## config.mk

```make
export PLATFORM = sky130hd
export DESIGN_NAME = traffic_fsm
export DESIGN_NICKNAME = d
export VERILOG_FILES = /design/src/rtl/traffic_fsm_pkg.sv /design/src/rtl/traffic_fsm_req_latch.sv /design/src/rtl/traffic_fsm.sv
export SDC_FILE = /design/constraint.sdc
export NUM_CORES = 1
export LEC_CHECK = 0
export ABC_AREA = 1
export BUFFER_PORTS_ARGS = -buffer_cell sky130_fd_sc_hd__buf_4
export CORE_UTILIZATION = 35
export CTS_CLUSTER_SIZE = 16
export DETAILED_ROUTE_END_ITERATION = 10
export HOLD_SLACK_MARGIN = 0.08
export SETUP_SLACK_MARGIN = 0.3
export SYNTH_ARGS = -nofsm -noshare
export SYNTH_HDL_FRONTEND = slang
export SYNTH_SLANG_ARGS = --single-unit
```

## constraint.sdc

```tcl
create_clock -name clk -period 1.6 [get_ports clk]
set_input_delay 0.32 -clock clk [delete_from_list [all_inputs] [get_ports clk]]
set_output_delay 0.32 -clock clk [all_outputs]
set_load 0.01 [all_outputs]
```

## src/rtl/traffic_fsm_pkg.sv

```systemverilog
// Shared definitions for the intersection phase controller: lamp codes,
// state encodings, default durations and the state-to-lamp mapping.
package traffic_fsm_pkg;

  localparam logic [2:0] RED = 3'b100;
  localparam logic [2:0] YEL = 3'b010;
  localparam logic [2:0] GRN = 3'b001;

  localparam int DEF_T_BASE = 6;
  localparam int DEF_T_EXT  = 3;
  localparam int DEF_T_YEL  = 2;

  typedef enum logic [2:0] {
    S_INIT     = 3'd0,
    S_MAIN_G   = 3'd1,
    S_MAIN_Y   = 3'd2,
    S_WALK     = 3'd3,
    S_SIDE_G   = 3'd4,
    S_SIDE_EXT = 3'd5,
    S_SIDE_Y   = 3'd6
  } state_t;

  typedef struct packed {
    logic [2:0] main_head;
    logic [2:0] side_head;
    logic       walk_lamp;
  } lamps_t;

  function automatic lamps_t lamps_of(input state_t s);
    lamps_t l;
    l = '{main_head: RED, side_head: RED, walk_lamp: 1'b0};
    case (s)
      S_MAIN_G:              l.main_head = GRN;
      S_MAIN_Y:              l.main_head = YEL;
      S_WALK:                l.walk_lamp = 1'b1;
      S_SIDE_G, S_SIDE_EXT:  l.side_head = GRN;
      S_SIDE_Y:              l.side_head = YEL;
      default:               l = '{main_head: RED, side_head: RED, walk_lamp: 1'b0};
    endcase
    return l;
  endfunction

endpackage

```

## src/rtl/traffic_fsm_req_latch.sv

```systemverilog
// Sticky request flop: set dominates clear so a request arriving in the
// same cycle as its service is not lost.
module req_latch (
  input  logic clk,
  input  logic reset_n,
  input  logic req_set,
  input  logic req_clr,
  output logic pending
);

  always_ff @(posedge clk or negedge reset_n) begin
    if (!reset_n) begin
      pending <= 1'b0;
    end else if (req_set) begin
      pending <= 1'b1;
    end else if (req_clr) begin
      pending <= 1'b0;
    end
  end

endmodule

```

## src/rtl/traffic_fsm.sv

```systemverilog
// Two-road intersection phase controller; loads each phase duration into
// the downstream Timer and advances on its expiry.
module traffic_fsm
  import traffic_fsm_pkg::*;
#(
  parameter int T_BASE = DEF_T_BASE,
  parameter int T_EXT  = DEF_T_EXT,
  parameter int T_YEL  = DEF_T_YEL
) (
  input  logic       clk,
  input  logic       reset_n,
  input  logic       sensor,
  input  logic       walk_request,
  input  logic       expired,
  output logic [3:0] value,
  output logic       start_timer,
  output logic [2:0] main_lights,
  output logic [2:0] side_lights,
  output logic       walk
);

  if (T_BASE < 1 || T_BASE > 15 || T_EXT < 1 || T_EXT > 15 ||
      T_YEL < 1 || T_YEL > 15) begin : g_bad_duration
    $error("traffic_fsm: duration parameters must lie in 1..15");
  end

  localparam logic [3:0] V_BASE = 4'(T_BASE);
  localparam logic [3:0] V_EXT  = 4'(T_EXT);
  localparam logic [3:0] V_YEL  = 4'(T_YEL);

  state_t     state;
  state_t     state_next;
  logic       armed;
  logic       take;
  logic [3:0] load_value;
  logic       walk_pending;
  logic       walk_clr;
  lamps_t     lamps_next;

  req_latch u_walk_latch (
    .clk     (clk),
    .reset_n (reset_n),
    .req_set (walk_request),
    .req_clr (walk_clr),
    .pending (walk_pending)
  );

  always_comb begin
    state_next = state;
    take       = 1'b0;
    if (state == S_INIT) begin
      take       = 1'b1;
      state_next = S_MAIN_G;
    end else if (armed && expired) begin
      take = 1'b1;
      case (state)
        S_MAIN_G:   state_next = (sensor || walk_pending) ? S_MAIN_Y : S_MAIN_G;
        S_MAIN_Y:   state_next = walk_pending ? S_WALK : S_SIDE_G;
        S_WALK:     state_next = sensor ? S_SIDE_G : S_MAIN_G;
        S_SIDE_G:   state_next = sensor ? S_SIDE_EXT : S_SIDE_Y;
        S_SIDE_EXT: state_next = S_SIDE_Y;
        S_SIDE_Y:   state_next = S_MAIN_G;
        default:    state_next = S_INIT;
      endcase
    end
  end

  always_comb begin
    load_value = V_BASE;
    case (state_next)
      S_MAIN_Y, S_SIDE_Y:   load_value = V_YEL;
      S_WALK, S_SIDE_EXT:   load_value = V_EXT;
      default:              load_value = V_BASE;
    endcase
  end

  assign walk_clr   = take && (state_next == S_WALK);
  assign lamps_next = lamps_of(state_next);

  // armed drops during the start_timer cycle so a stale expired is ignored.
  always_ff @(posedge clk or negedge reset_n) begin
    if (!reset_n) begin
      state       <= S_INIT;
      armed       <= 1'b0;
      start_timer <= 1'b0;
      value       <= 4'd0;
      main_lights <= RED;
      side_lights <= RED;
      walk        <= 1'b0;
    end else begin
      state       <= state_next;
      armed       <= !take;
      start_timer <= take;
      if (take) begin
        value <= load_value;
      end
      main_lights <= lamps_next.main_head;
      side_lights <= lamps_next.side_head;
      walk        <= lamps_next.walk_lamp;
    end
  end

endmodule
```

==> impl_metrics.yaml, run 1 <==
pwr:
  switchingPower_w: 0.0009797
  powerDensity_nw_per_um2: 2070
  clock_power_share: 0.116
  power_leakage_nw: 0.5639
  p_seq_frac: 0.316
  p_int_w: 0.001273
  vdd.ir_drop.worst_mv: 1.007
  swShare: 0.4348
  combPwrFrac: 0.568
sta:
  whs_ps: 211.2
  layout_min_cycle_time_ps: 1410
  layout_setup_ws_ps: 189.8
  setup_viol: 0
  timing.setup.tns_ps: 0
  hold_violations: 0
  grt_setup_unrepaired: "true"
  clock.fmax_mhz: 709.1
  timing.final.crit_share: 0.8814
  skew_ps: 4.204
  drv_slew: 0
yosys:
  synth_area_leaders: "dfrtp_1 (45%), nand2_1 (8.7%), dfstp_2 (6.8%)"
  yosysSeqAreaShare: 0.5194
  yosysUniqueCellTypes: 22
  yosys.area.top_type: "dfrtp_1"
  synth_seq_cells: 16
  synthCells: 88
  synth.net_count: 93
  synth.top_cell.area_share: 0.4516
  syn_area_per_cell_sq_um: 8.815
  synth_warnings: 0
  netlist_area_sq_um: 775.7
placement:
  portBuffers: 15
  routabilityCongestion: 0.9109
  post-place-ws_ps: 164.7
  post_dp_cell_area_sq_um: 914.6
  dp.cells: 129
  hpwl_um: 1065
worst_setup_path:
  cp_top_family: "simple AND/OR/NAND/NOR gates"
  reg2reg_from: "state[0]$_DFF_PN0_"
  crit_slowest_cell: "dfrtp_2"
  endpoint_kind: "register"
  r2r_cells: 8
  required_ps: 1790
  rr_endpoint: "value[2]$_DFFE_PN0N_"
  crit_chain: "nor2_4 -> buf_4 -> nand3_1 -> nand3_1 -> nand2_1 -> nand3b_2 -> nand2_1 -> nor2_1"
  arrival_ps: 1600
  cp-start-kind: "register"
  r2r_slack_ps: 190
  worst-setup-path-type: "reg -> reg"
  crit_path_max_fanout: 5
  cpPeakStageDelay_ps: 470
  cp_num_buf_inv: 1
job:
  maxCapViolCount: 0
route:
  drt_first_iter_violations: 12
  viasPerCell: 4.657
  routed_wirelength_um: 1688
  drtPass1Iterations: 4
  wl_per_cell_um: 11.80
  drc: 0
  ant_nets: 0
  vias: 666
cts:
  clockBufferDepth: 2
  htree_levels: 1
  cts_tree: "built"
  path_clk_slew_ps: 90
  cts_sinks: 16
  clock_latency_ps: 280
  cts_buffers: 3
  cts-root-buf: "clkbuf_4"
finish:
  diodes: 0
  final_nets: 122
  fin_area_sq_um: 1089
  post_layout_nonfiller_instances: 143
  synthToLayoutAreaGrowth_pct: 40.32
  drive_above_1_share: 0.5431
  layout_commonest_cell: "buf_4"
  layout_common_cells: "buf_4 (23), nand2_1 (17), dfrtp_1 (11)"
min_path:
  whs_endpoint: "u_walk_latch.pending$_DFFE_PN0P_"
  min_path_type: "in -> reg"
  min_from: "walk_request"
  whs_path_depth: 3
global_routing:
  grt_pass1_wl_um: 2539
  grt_pass1_vias: 590
  grt_usage: 0.1373
  antenna_found_initial: 0
  grt_max_degree: 17
  grt_overflow: 0
die:
  dieArea_sq_um: 2409
  fp.dieH_um: 49.08
  num_io_pins: 17
  rows: 16
  core_area_sq_um: 2022
  die_x_um: 49.08
  start_util: 0.3837
run_status:
  status: "finished clean"
[Yosys cell counts]
library cell   n
nand2_2        4
o21ai_0        1
nand3b_2       1
dfstp_2        2
o211ai_1       1
nor2_2         3
nor2_4         1
nand2_1       18
a21oi_2        1
nand4_2        1
conb_1         1
or2_2          1
nand3_1        8
nor2_1         8
nand3_2        1
inv_2          6
a21oi_1        1
inv_1          9
dfrtp_1       14
nand4_1        2
buf_4          1
nand2_4        3
[power by group through the flow]
stage | Clock [W] | Combinational, W | Sequential (W)
detailed placement | 0 | 0.000965 | 0.000687
CTS | 0.000266 | 0.00111 | 0.000702
finish | 0.000261 | 0.00128 | 0.000712
global route | 0.000286 | 0.00141 | 0.000732
global placement | 0 | 0.000970 | 0.000686
floorplan | 0 | 0.000627 | 0.000731
[metal layers]
layer	routed length, um	up-vias	track usage	part of all wire
met2	888	24	0.2374	0.53
met5	0	-	0	0
met1	708	315	0.1690	0.42
met3	91	0	0.04673	0.054
li1	-	327	-	-
met4	0	0	0.01471	0
[flip-flops by register name, summed over array words and instances (netlist names)]
signal	cells
main_lights	3
side_lights	3
state	3
value	3
armed	1
start_timer	1
u_walk_latch.pending	1
walk	1
[worst reg2reg max path, delay by kind of cell, from the launching register on]
family	cells	cell delay, ps
and+or+nand+nor	7	730
buffers and inverters	1	120
DFF	1	470
[cells by family (layout without fill, tap and decap cells)]
logic type,count (synthesis),after routing,share of synthesized area
and+or+nand+nor,51,51,0.3597
DFF,16,16,0.5194
buffers and inverters,16,44,0.08226
AOI/OAI and AO/OA,4,4,0.03386
other,1,1,0.004834
[per-stage QoR]
stage	utilization	power, W
detailed placement	0.4524	0.001652
global placement	0.4524	0.001656
global route	0.5384	0.002432
CTS	0.5043	0.002078
finish	0.5384	0.002253
floorplan	-	0.001359
[repair_timing]
item,CTS,global route
setup endpoints to repair,9,12
buffers inserted,3,6
pin swaps,7,4
hold endpoints to repair,14,0
gates resized for setup,11,6
hold buffers,1,0
[cell type report]
cell class / count / area (sq um)
Clock buffer: 4 / 36.28
Tap cell: 27 / 33.78
Multi-Input combinational cell: 56 / 356.6
Fill cell: 179 / 933.4
Sequential cell: 16 / 406.6
Inverter: 15 / 61.31
Timing Repair Buffer: 25 / 193.9
[worst max path at each step]
| stage | from | endpoint | slack [ps] | cells past startpoint |
|---|---|---|---|---|
| 6_report | state[0]$_DFF_PN0_ | value[2]$_DFFE_PN0N_ | 190 | 8 |
| 5_1_grt | state[0]$_DFF_PN0_ | walk$_DFF_PN0_ | 90 | 9 |
| 4_1_cts | state[2]$_DFF_PN0_ | value[2]$_DFFE_PN0N_ | 250 | 10 |
| 3_5_place_dp | expired | value[2]$_DFFE_PN0N_ | 160 | 10 |
| 3_3_place_gp | expired | value[2]$_DFFE_PN0N_ | 170 | 10 |
| 2_1_floorplan | state[2]$_DFF_PN0_ | value[2]$_DFFE_PN0N_ | 310 | 8 |
(Power assumes the default switching activity.)
==> inputs of run 2 (changes only) <==
ABC_AREA = unset   (was 1)
==> impl_metrics.yaml, run 2 <==
run_status:
  status: "finished clean"
global_routing:
  grt_pass1_wl_um: 2829
  antenna_found_initial: 0
  grt_overflow: 0
  grt_pass1_vias: 649
  grt_max_degree: 17
  grt_usage: 0.1489
die:
  start_util: 0.3742
  num_io_pins: 17
  fp.dieH_um: 50.87
  die_x_um: 50.87
  core_area_sq_um: 2233
  dieArea_sq_um: 2587
  rows: 17
sta:
  timing.setup.tns_ps: 0
  grt_setup_unrepaired: "true"
  drv_slew: 0
  timing.final.crit_share: 0.8018
  clock.fmax_mhz: 779.5
  hold_violations: 0
  skew_ps: 5.047
  layout_min_cycle_time_ps: 1283
  setup_viol: 0
min_path:
  min_from: "walk_request"
  whs_path_depth: 2
  min_path_type: "in -> reg"
job:
  maxCapViolCount: 0
cts:
  htree_levels: 1
  path_clk_slew_ps: 90
  clock_latency_ps: 280
  cts_buffers: 3
  cts-root-buf: "clkbuf_4"
  cts_sinks: 16
  clockBufferDepth: 2
  cts_tree: "built"
yosys:
  yosys.area.top_type: "dfrtp_1"
  yosysUniqueCellTypes: 39
  synthCells: 84
  netlist_area_sq_um: 835.8
  synth_area_leaders: "dfrtp_1 (42%), dfstp_2 (6.3%), nor3_1 (3.6%)"
  synth_seq_cells: 16
  ys.flop_type: "dfrtp_1"
  async_flop_share: 1.000
  synth.top_cell.area_share: 0.4192
  synth_warnings: 0
  syn_area_per_cell_sq_um: 9.950
  synth_edf_count: 0
  synthTopCellsByCount: "dfrtp_1 (14), nor3_1 (6)"
  yosysSeqAreaShare: 0.4820
  synth.most_common_cell: "dfrtp_1"
  synth.net_count: 89
placement:
  portBuffers: 15
  hpwl_um: 1174
  routabilityCongestion: 0.7963
  dp.cells: 121
finish:
  drive_above_1_share: 0.4299
  post_layout_nonfiller_instances: 135
  multi_input_area_sq_um: 387.9
  layout_commonest_cell: "buf_4"
  layout_common_cells: "buf_4 (24), dfrtp_1 (11), nor3_1 (5)"
  diodes: 0
  register_area_sq_um: 406.6
  fillers: 221
  synthToLayoutAreaGrowth_pct: 30.09
  final_nets: 113
pwr:
  power_leakage_nw: 0.4793
  powerDensity_nw_per_um2: 1916
  vdd.ir_drop.worst_mv: 0.9408
worst_setup_path:
  r2r_slack_ps: 320
  crit_chain: "and2b_4 -> o21ai_0 -> or3b_1"
  r2r_cells: 3
  required_ps: 1770
  crit_start: "state[2]$_DFF_PN0_"
  reg2reg_from: "state[2]$_DFF_PN0_"
  endpoint_kind: "register"
  arrival_ps: 1450
  crit_path_max_fanout: 11
  cp-start-kind: "register"
  crit_slowest_cell: "dfrtp_2"
  worst-setup-path-type: "reg -> reg"
  worstSetupEndpoint: "side_lights[0]$_DFF_PN0_"
  cpPeakStageDelay_ps: 520
  rr_endpoint: "side_lights[0]$_DFF_PN0_"
route:
  ant_nets: 0
  drc: 0
  viasPerCell: 5.333
  wl_per_cell_um: 13.66
  wl_met2_um: 903
  drtPass1Iterations: 4
  drt_first_iter_violations: 15
  top_layer_used: "met4"
  routed_wirelength_um: 1844
  vias: 720
  met3_length_um: 60
  wl_met1_um: 850
[run 2: kinds of logic (layout without fill, tap and decap cells)]
| family | Yosys count | count (layout) | synth area share |
|---|---|---|---|
| buffers and inverters | 10 | 33 | 0.07633 |
| and+or+nand+nor | 33 | 33 | 0.2290 |
| other | 1 | 1 | 0.004487 |
| AOI/OAI and AO/OA | 24 | 24 | 0.2081 |
| DFF | 16 | 16 | 0.4820 |
[run 2: final cells by class]
type / instances / share of cell area
timing repair buffer: 26 / 0.1933
inverter: 3 / 0.01036
sequential: 16 / 0.3740
clock buffer: 4 / 0.03337
multi-input combinational: 58 / 0.3567
tap: 28 / 0.03222
[run 2: worst max-delay path: cells and delay by family (launching register included)]
family / cells / cell delay (ps)
flip-flops: 1 / 520
AO/OA/AOI/OAI: 1 / 70
AND/OR/NAND/NOR: 2 / 580
[run 2: what timing repair did]
| action | in CTS | in global routing |
|---|---|---|
| hold endpoints to repair | 14 | 0 |
| setup endpoints to repair | 7 | 6 |
| buffers inserted | 0 | 9 |
| hold buffers | 1 | 0 |
| gates resized for setup | 3 | 4 |
[run 2: layer usage]
layer,up-vias,track usage
met5,-,0
met4,0,0.08796
met3,4,0.02679
met2,18,0.2267
met1,352,0.1973
li1,346,-
[run 2: worst min-delay path by stage]
stage / end / slack, ps
after global placement: state[2]$_DFF_PN0_ / 190
after detailed placement: side_lights[1]$_DFF_PN0_ / 190
after floorplan: armed$_DFF_PN0_ / 20
final: u_walk_latch.pending$_DFFE_PN0P_ / 220
after global routing: u_walk_latch.pending$_DFFE_PN0P_ / 220
after CTS: u_walk_latch.pending$_DFFE_PN0P_ / 220
[run 2: power by group]
group	switching (W)	internal (W)	leakage, nW
Sequential	0.000185	0.000587	0.186
Combinational	0.000479	0.000569	0.272
Clock	0.000124	0.000138	0.0210
Total	0.000788	0.00130	0.479
[run 2: through the flow]
stage / util / hold slack [ps] / power [W] / instance area (sq um) / worst slack, ps
floorplan: - / 24.41 / 0.001332 / 835.8 / 428.6
global placement: 0.4202 / 193.3 / 0.001577 / 938.4 / 203.4
detailed placement: 0.4202 / 193.9 / 0.001586 / 938.4 / 202.1
CTS: 0.4426 / 216.1 / 0.001863 / 988.4 / 310.6
global route: 0.4868 / 217.3 / 0.002219 / 1087 / 282.3
finish: 0.4868 / 224.8 / 0.002083 / 1087 / 317.2
==> inputs of run 3 (changes only) <==
clock period = 1.2 ns   (was 1.6 ns; I/O delays follow)
==> impl_metrics.yaml, run 3 (synthesis results as in run 2) <==
worst_setup_path:
  r2r_cells: 4
  arrival_ps: 1440
  required_ps: 1420
  cp-start-kind: "register"
  worst-setup-path-type: "reg -> reg"
  reg2reg_from: "state[1]$_DFF_PN0_"
  crit_path_max_fanout: 8
  endpoint_kind: "register"
  rr_endpoint: "state[0]$_DFF_PN0_"
  r2r_slack_ps: -20
sta:
  timing.final.crit_share: 1.015
  clock.fmax_mhz: 820.6
  setup_viol: 2
  skew_ps: 2.401
  layout_setup_ws_ps: -18.55
  timing.setup.tns_ps: -27.34
  grt_setup_unrepaired: "true"
  hold_violations: 0
  drv_slew: 0
  layout_min_cycle_time_ps: 1219
  whs_ps: 134.4
min_path:
  min_path_type: "in -> reg"
  whs_endpoint: "u_walk_latch.pending$_DFFE_PN0P_"
  whs_path_depth: 2
  min_from: "walk_request"
placement:
  portBuffers: 15
  post-place-ws_ps: -65.76
  post_dp_cell_area_sq_um: 1081
  routabilityCongestion: 0.8498
  hpwl_um: 1377
run_status:
  violations: "negative setup slack"
  status: "finished, violations left"
cts:
  cts_buffers: 3
  htree_levels: 1
  cts_tree: "built"
  cts_sinks: 16
  cts-root-buf: "clkbuf_4"
  clock_latency_ps: 290
  clockBufferDepth: 2
  path_clk_slew_ps: 90
die:
  die_x_um: 50.87
  dieArea_sq_um: 2587
  start_util: 0.3742
  fp.dieH_um: 50.87
  num_io_pins: 17
  core_area_sq_um: 2233
  rows: 17
finish:
  layout_commonest_cell: "buf_4"
  fin_area_sq_um: 1261
  synthToLayoutAreaGrowth_pct: 50.90
  diodes: 0
  register_area_sq_um: 406.6
  drive_above_1_share: 0.5500
  multi_input_area_sq_um: 437.9
  final_nets: 126
  fillers: 203
  layout_common_cells: "buf_4 (25), buf_6 (13), dfrtp_1 (11)"
global_routing:
  grt_max_degree: 17
  grt_pass1_vias: 736
  grt_pass1_wl_um: 3374
  antenna_found_initial: 0
  grt_usage: 0.1832
  grt_overflow: 0
route:
  drt_first_iter_violations: 23
  routed_wirelength_um: 2127
  ant_nets: 0
  drtPass1Iterations: 4
  drc: 0
  vias: 808
  wl_per_cell_um: 14.37
  viasPerCell: 5.459
pwr:
  powerDensity_nw_per_um2: 2524
  power_leakage_nw: 0.5585
  vdd.ir_drop.worst_mv: 1.293
job:
  maxCapViolCount: 0
## run 3: per-stage QoR
step,power [W],instances,util
after floorplan,0.001866,84,-
after global placement,0.002465,138,0.4840
after detailed placement,0.002485,138,0.4840
after CTS,0.003050,146,0.5417
after global routing,0.003399,148,0.5647
final,0.003183,148,0.5647
## run 3: cell type report
class,instances,share of cell area
well taps,28,0.02778
clock buffers,4,0.02083
multi-input cells,58,0.3472
repair buffers,39,0.2728
inverters,3,0.008929
flip-flops and latches,16,0.3224
## run 3: repair_timing
item | in CTS | in global routing
endpoints found under the setup margin | 27 | 27
pin swaps | 1 | 0
hold buffers | 1 | 0
resized for setup | 20 | 8
hold endpoints to repair | 16 | 0
setup buffers | 3 | 2
gates cloned | 0 | 0
## run 3: worst max-delay path by stage
stage	from	to	slack (ps)	cells past startpoint
finish	state[1]$_DFF_PN0_	state[0]$_DFF_PN0_	-20	4
global route	state[1]$_DFF_PN0_	state[0]$_DFF_PN0_	-50	4
CTS	state[1]$_DFF_PN0_	u_walk_latch.pending$_DFFE_PN0P_	10	4
detailed placement	state[0]$_DFF_PN0_	value[0]$_DFFE_PN0N_	-70	3
global placement	armed$_DFF_PN0_	side_lights[2]$_DFF_PN1_	-10	3
floorplan	state[2]$_DFF_PN0_	side_lights[0]$_DFF_PN0_	80	3
## run 3: worst max-delay path: stages (launching register included)
cell and delay (ps):
dfrtp_2 440, buf_4 180, nor2b_1 50, o311a_1 330
a21oi_1 130
## run 3: per-layer routing
| metal | vias up | track usage | share of wire |
|---|---|---|---|
| met2 | 22 | 0.2956 | 0.51 |
| met3 | 5 | 0.05655 | 0.051 |
| met4 | 0 | 0.09259 | 0.019 |
| met1 | 410 | 0.2197 | 0.42 |
| met5 | - | 0 | 0 |
| li1 | 371 | - | - |
## run 3: report_power, final
group / internal, W / switching [W] / total (W)
Clock: 0.000130 / 0.000178 / 0.000308
Combinational: 0.00105 / 0.000823 / 0.00188
Sequential: 0.000786 / 0.000213 / 0.000999
